$ cat src/rtl/uart_pkg.sv
// Shared UART definitions: receiver/transmitter state encoding and the default
// oversampling ratio. Imported by uart_rx now and by uart_tx later.
package uart_pkg;

    localparam int OVERSAMPLE_DEFAULT = 16;

    typedef enum logic [2:0] {
        IDLE    = 3'd0,
        START   = 3'd1,
        DATA    = 3'd2,
        STOP    = 3'd3,
        WAIT_HI = 3'd4
    } uart_state_t;

endpackage

$ cat src/rtl/uart_sync2.sv
// Generic two-flop synchroniser for asynchronous inputs.
// Ports:
//   clk  in   1      sampling clock
//   rst  in   1      async active-high reset; both flops load RST_VAL
//   d    in   WIDTH  asynchronous input
//   q    out  WIDTH  synchronised output (two clk latency)
module uart_sync2 #(
    parameter int               WIDTH   = 1,
    parameter logic [WIDTH-1:0] RST_VAL = '1
) (
    input  logic             clk,
    input  logic             rst,
    input  logic [WIDTH-1:0] d,
    output logic [WIDTH-1:0] q
);

    logic [WIDTH-1:0] meta;

    always_ff @(posedge clk or posedge rst) begin
        if (rst) begin
            meta <= RST_VAL;
            q    <= RST_VAL;
        end else begin
            meta <= d;
            q    <= meta;
        end
    end

endmodule

$ cat src/rtl/uart_rx.sv
// UART receiver (default 8N1, LSB first). The rx line is synchronised, then
// sampled at mid-bit using a shared oversampling tick (OVERSAMPLE ticks/bit).
// Ports:
//   clk        in   1          system clock
//   rst        in   1          async active-high reset
//   tick       in   1          oversample strobe, one clk wide
//   rx         in   1          serial line, idles high
//   rx_data    out  DATA_BITS  last good byte, held until the next good frame
//   rx_valid   out  1          one-clk pulse when rx_data updates
//   frame_err  out  1          one-clk pulse when the stop bit samples low
//   busy       out  1          high whenever the FSM is not in IDLE
module uart_rx
    import uart_pkg::*;
#(
    parameter int DATA_BITS  = 8,
    parameter int OVERSAMPLE = OVERSAMPLE_DEFAULT
) (
    input  logic                 clk,
    input  logic                 rst,
    input  logic                 tick,
    input  logic                 rx,
    output logic [DATA_BITS-1:0] rx_data,
    output logic                 rx_valid,
    output logic                 frame_err,
    output logic                 busy
);

    localparam int TW = $clog2(OVERSAMPLE);
    localparam int BW = $clog2(DATA_BITS);
    localparam logic [TW-1:0] HALF_LAST = TW'(OVERSAMPLE / 2 - 1);
    localparam logic [TW-1:0] TICK_LAST = TW'(OVERSAMPLE - 1);
    localparam logic [BW-1:0] BIT_LAST  = BW'(DATA_BITS - 1);

    logic                 rx_s;
    uart_state_t          state;
    logic [TW-1:0]        tick_cnt;
    logic [BW-1:0]        bit_cnt;
    logic [DATA_BITS-1:0] sh;

    // Reset value 1 keeps the synchronised line idle so reset never looks like a start bit.
    uart_sync2 #(.WIDTH(1), .RST_VAL(1'b1)) u_sync (
        .clk (clk),
        .rst (rst),
        .d   (rx),
        .q   (rx_s)
    );

    always_ff @(posedge clk or posedge rst) begin
        if (rst) begin
            state     <= IDLE;
            tick_cnt  <= '0;
            bit_cnt   <= '0;
            sh        <= '0;
            rx_data   <= '0;
            rx_valid  <= 1'b0;
            frame_err <= 1'b0;
            busy      <= 1'b0;
        end else begin
            // Strobes last exactly one clk, independent of tick spacing.
            rx_valid  <= 1'b0;
            frame_err <= 1'b0;
            if (tick) begin
                tick_cnt <= tick_cnt + 1'b1;
                case (state)
                    IDLE: begin
                        if (!rx_s) begin
                            state    <= START;
                            tick_cnt <= '0;
                            busy     <= 1'b1;
                        end
                    end
                    START: begin
                        if (tick_cnt == HALF_LAST) begin
                            tick_cnt <= '0;
                            if (!rx_s) begin
                                state   <= DATA;
                                bit_cnt <= '0;
                            end else begin
                                // Start bit did not hold to mid-bit: glitch.
                                state <= IDLE;
                                busy  <= 1'b0;
                            end
                        end
                    end
                    DATA: begin
                        if (tick_cnt == TICK_LAST) begin
                            tick_cnt <= '0;
                            sh       <= {rx_s, sh[DATA_BITS-1:1]};
                            if (bit_cnt == BIT_LAST) state <= STOP;
                            else                     bit_cnt <= bit_cnt + 1'b1;
                        end
                    end
                    STOP: begin
                        if (tick_cnt == TICK_LAST) begin
                            tick_cnt <= '0;
                            if (rx_s) begin
                                // Back to IDLE at mid-stop so a following start edge is caught.
                                rx_data  <= sh;
                                rx_valid <= 1'b1;
                                state    <= IDLE;
                                busy     <= 1'b0;
                            end else begin
                                frame_err <= 1'b1;
                                state     <= WAIT_HI;
                            end
                        end
                    end
                    WAIT_HI: begin
                        // Swallow the rest of a break so it yields a single error.
                        if (rx_s) begin
                            state <= IDLE;
                            busy  <= 1'b0;
                        end
                    end
                    default: begin
                        state <= IDLE;
                        busy  <= 1'b0;
                    end
                endcase
            end
        end
    end

endmodule

$ cat config.mk
export PLATFORM = sky130hd
export DESIGN_NAME = uart_rx
export DESIGN_NICKNAME = d
export VERILOG_FILES = /design/src/rtl/uart_pkg.sv /design/src/rtl/uart_sync2.sv /design/src/rtl/uart_rx.sv
export SDC_FILE = /design/constraint.sdc
export NUM_CORES = 1
export LEC_CHECK = 0
export ABC_AREA = 1
export CAP_MARGIN = 20
export CORE_ASPECT_RATIO = 1.2
export CORE_MARGIN = 5
export CORE_UTILIZATION = 41
export DETAILED_ROUTE_END_ITERATION = 7
export GPL_TIMING_DRIVEN = 1
export HOLD_SLACK_MARGIN = 0.06
export PLACE_DENSITY = 0.63
export SYNTH_ARGS = -nofsm -noshare
export SYNTH_HDL_FRONTEND = slang
export SYNTH_SLANG_ARGS = --single-unit
$ cat constraint.sdc
create_clock -name clk -period 3.3 [get_ports clk]
set_input_delay 0.66 -clock clk [delete_from_list [all_inputs] [get_ports clk]]
set_output_delay 0.66 -clock clk [all_outputs]
set_load 0.02 [all_outputs]
==> impl_metrics.yaml <==
layout:
  diodes: 0
  flow.area_growth_from_synthesis_pct: 17.39
  layout-drive-gt1-share_pct: 21.88
  finalNetCount: 198
synth:
  ys_warn_count: 0
  seq_area_frac_synth_pct: 50.78
  postSynthCellCount: 173
  syn_area_um2: 1533
  yosysTopAreaCellShare_pct: 47.35
  syn-mean-instance-area_um2: 8.860
  synth.area.top_cells: "dfrtp_1, nand2_1, o21ai_2, inv_1, nor2_1"
  yosysTopAreaCell: "dfrtp_1"
  syn_nets: 180
  synth_cell_types: 23
  ys_ff_latch: 31
die:
  pin_count: 15
  fp.dieW_um: 65.82
  initial_core_util_pct: 42.18
  dieHeight_um: 76.98
  coreArea_um2: 3633
  dieArea_um2: 5066
  fp-row-count: 24
setup_path:
  crit_path_max_fanout: 16
  critPathKind: "in -> reg"
  arrival_ps: 2150
  rrSetupSlack_ps: 1680
  slowest_delay_ps: 680
  endpoint_kind: "register"
  crit_required_ps: 3460
  cp-start-kind: "input port"
  cpMaxStageDelayCell: "clkdlybuf4s50_1"
  crit_path_cell_trace: "clkdlybuf4s50_1, inv_2, nor3_4, nand2_2, nand2_1, o21ai_2"
power_and_ir_drop:
  totalPowerFinal_w: 0.001074
  vdd_drop_max_uv: 298.5
  leakagePower_nw: 0.8876
  power_density_nw_per_um2: 597.1
detailed_routing:
  drt_wl_total_um: 2763
  routedWlPerCell_um: 11.32
  drtPass1Iterations: 4
  drc: 0
  drtIter0Drc: 43
  vias: 1161
  routed_via_density: 4.758
  drtAntennaViolNets: 0
clock_tree:
  clockRootBuffer: "clkbuf_8"
  numCtsBuffers: 5
  cts_tree: "yes"
  hold_buffers: 0
  cts_buffer_depth: 2
  cts.clk_slew.worst_paths_ps: 60
  cts_sinks: 31
  postCtsSetupRepairBufs: 0
  cts_resized: 0
  worstSkewPairLatency_ps: 280
  htreeDepth: 2
global_route:
  grt.overflow.total: 0
  track_usage_pct: 13.29
  grt_pass1_vias: 1231
  antenna_found_initial: 0
  grt_pass1_wl_um: 5244
  grt_start_max_net_pins: 32
run_status:
  status: "finished, final reports clean"
timing:
  min_period_ps: 1986
  rsz0062_at_grt: "no"
  post-route-period-util_pct: 60.17
  finClkSkew_ps: 5.749
  worst_slew_pin_slew_ps: 396.1
  setup_violations: 0
  hold_viol: 0
  fin_setup_tns_ps: 0
  timing.final.ws_setup_ps: 1314
  drv_slew: 0
  clock.fmax_mhz: 503.6
  slew_headroom_pct: 73.60
placement:
  gp_congestion: 0.8092
  io_buffers: 14
  dp_slack_ps: 1005
  dp_hpwl_um: 2111
worst_hold_path:
  hold_class: "reg -> reg"
run:
  maxCapViolations: 0
-- worst paths after layout --
kind,start,end,cells past startpoint
setup / recovery,tick,rx_data[1],6
max in group asynchronous,rst,u_sync.meta,3
min in group asynchronous,rst,tick_cnt[1],3
setup reg to reg,tick_cnt[0],rx_data[1],6
hold reg to reg,u_sync.meta,u_sync.q,0
hold / removal,u_sync.meta,u_sync.q,0
-- cell type report --
type                       instances  area [um^2]
tap                               52        65.06
clock buffer                       5        68.82
sequential                        31        778.2
fill                             342         1834
multi-input combinational        115        633.1
timing repair buffer              15        147.6
inverter                          23        86.33
clock inverter                     3        20.02
-- cell usage in the layout (no fill, tap or decap) --
master           Yosys  routed
a21oi_1              3       3
buf_4                1       1
clkbuf_8             0       5
clkdlybuf4s50_1      0      14
clkinv_2             0       1
clkinvlp_4           0       2
dfrtp_1             29      29
dfstp_2              2       2
ha_1                 3       3
inv_1               19      19
inv_2                4       4
nand2_1             43      43
nand2_2              7       7
nand3_1             11      11
nand3_2              2       2
nand3b_1             2       2
nand4_1              5       5
nor2_1              15      15
nor2_2               2       2
nor3_4               1       1
o21ai_0              2       2
o21ai_1              2       2
o21ai_2             15      15
xnor2_1              1       1
xor2_1               1       1
-- critical path, delay by kind of cell --
| kind | cells | cell delay, ps |
|---|---|---|
| simple gates | 3 | 640 |
| buf+inv | 2 | 790 |
| compound gates | 1 | 60 |
-- synthesized netlist by cell type --
library cell,count
nand2_2,7
xnor2_1,1
nand3_2,2
xor2_1,1
nand3b_1,2
dfstp_2,2
buf_6,2
nand3_1,11
nand4_1,5
nor2_2,2
nor2_1,15
nor3_4,1
a21oi_1,3
inv_1,19
ha_1,3
inv_2,4
buf_4,1
o21ai_2,15
o21ai_1,2
nand2_1,43
o21ai_0,2
buf_2,1
dfrtp_1,29
-- sequential cells by signal (all words and copies together) (netlist names) --
name	count
rx_data	8
sh	8
tick_cnt	4
bit_cnt	3
state	3
busy	1
frame_err	1
rx_valid	1
u_sync.meta	1
u_sync.q	1
-- per-layer routing --
layer | up-vias | share of wire [%] | track usage, %
met5 | - | 0 | 0
met4 | 0 | 1.9 | 6.224
met3 | 6 | 4.9 | 4.240
met2 | 26 | 51 | 22.17
met1 | 541 | 42 | 15.08
li1 | 588 | - | -
-- per-stage QoR --
step	area, um^2	hold slack, ps	util (%)	cells
floorplan	1533	345.2	-	173
global placement	1710	346.6	47.07	236
detailed placement	1710	355.6	47.07	236
CTS	1799	365.8	49.52	244
global route	1799	366.4	49.52	244
finish	1799	363.6	49.52	244
-- power by group --
part / total, W / internal [W] / switching (W)
clock network: 0.000291 / 0.000146 / 0.000145
logic: 0.000295 / 0.000109 / 0.000186
registers: 0.000488 / 0.000430 / 0.0000583
-- cell families (layout without fill, tap and decap cells) --
logic type      count (synthesis)  after routing  synth area share, %
compound gates                 22             22                10.86
flops                          31             31                50.78
buf+inv                        27             46                7.918
xor+xnor                        2              2                1.143
simple gates                   88             88                26.86
fa+ha+maj                       3              3                2.449
No activity file was read; power rests on OpenSTA's default activity.
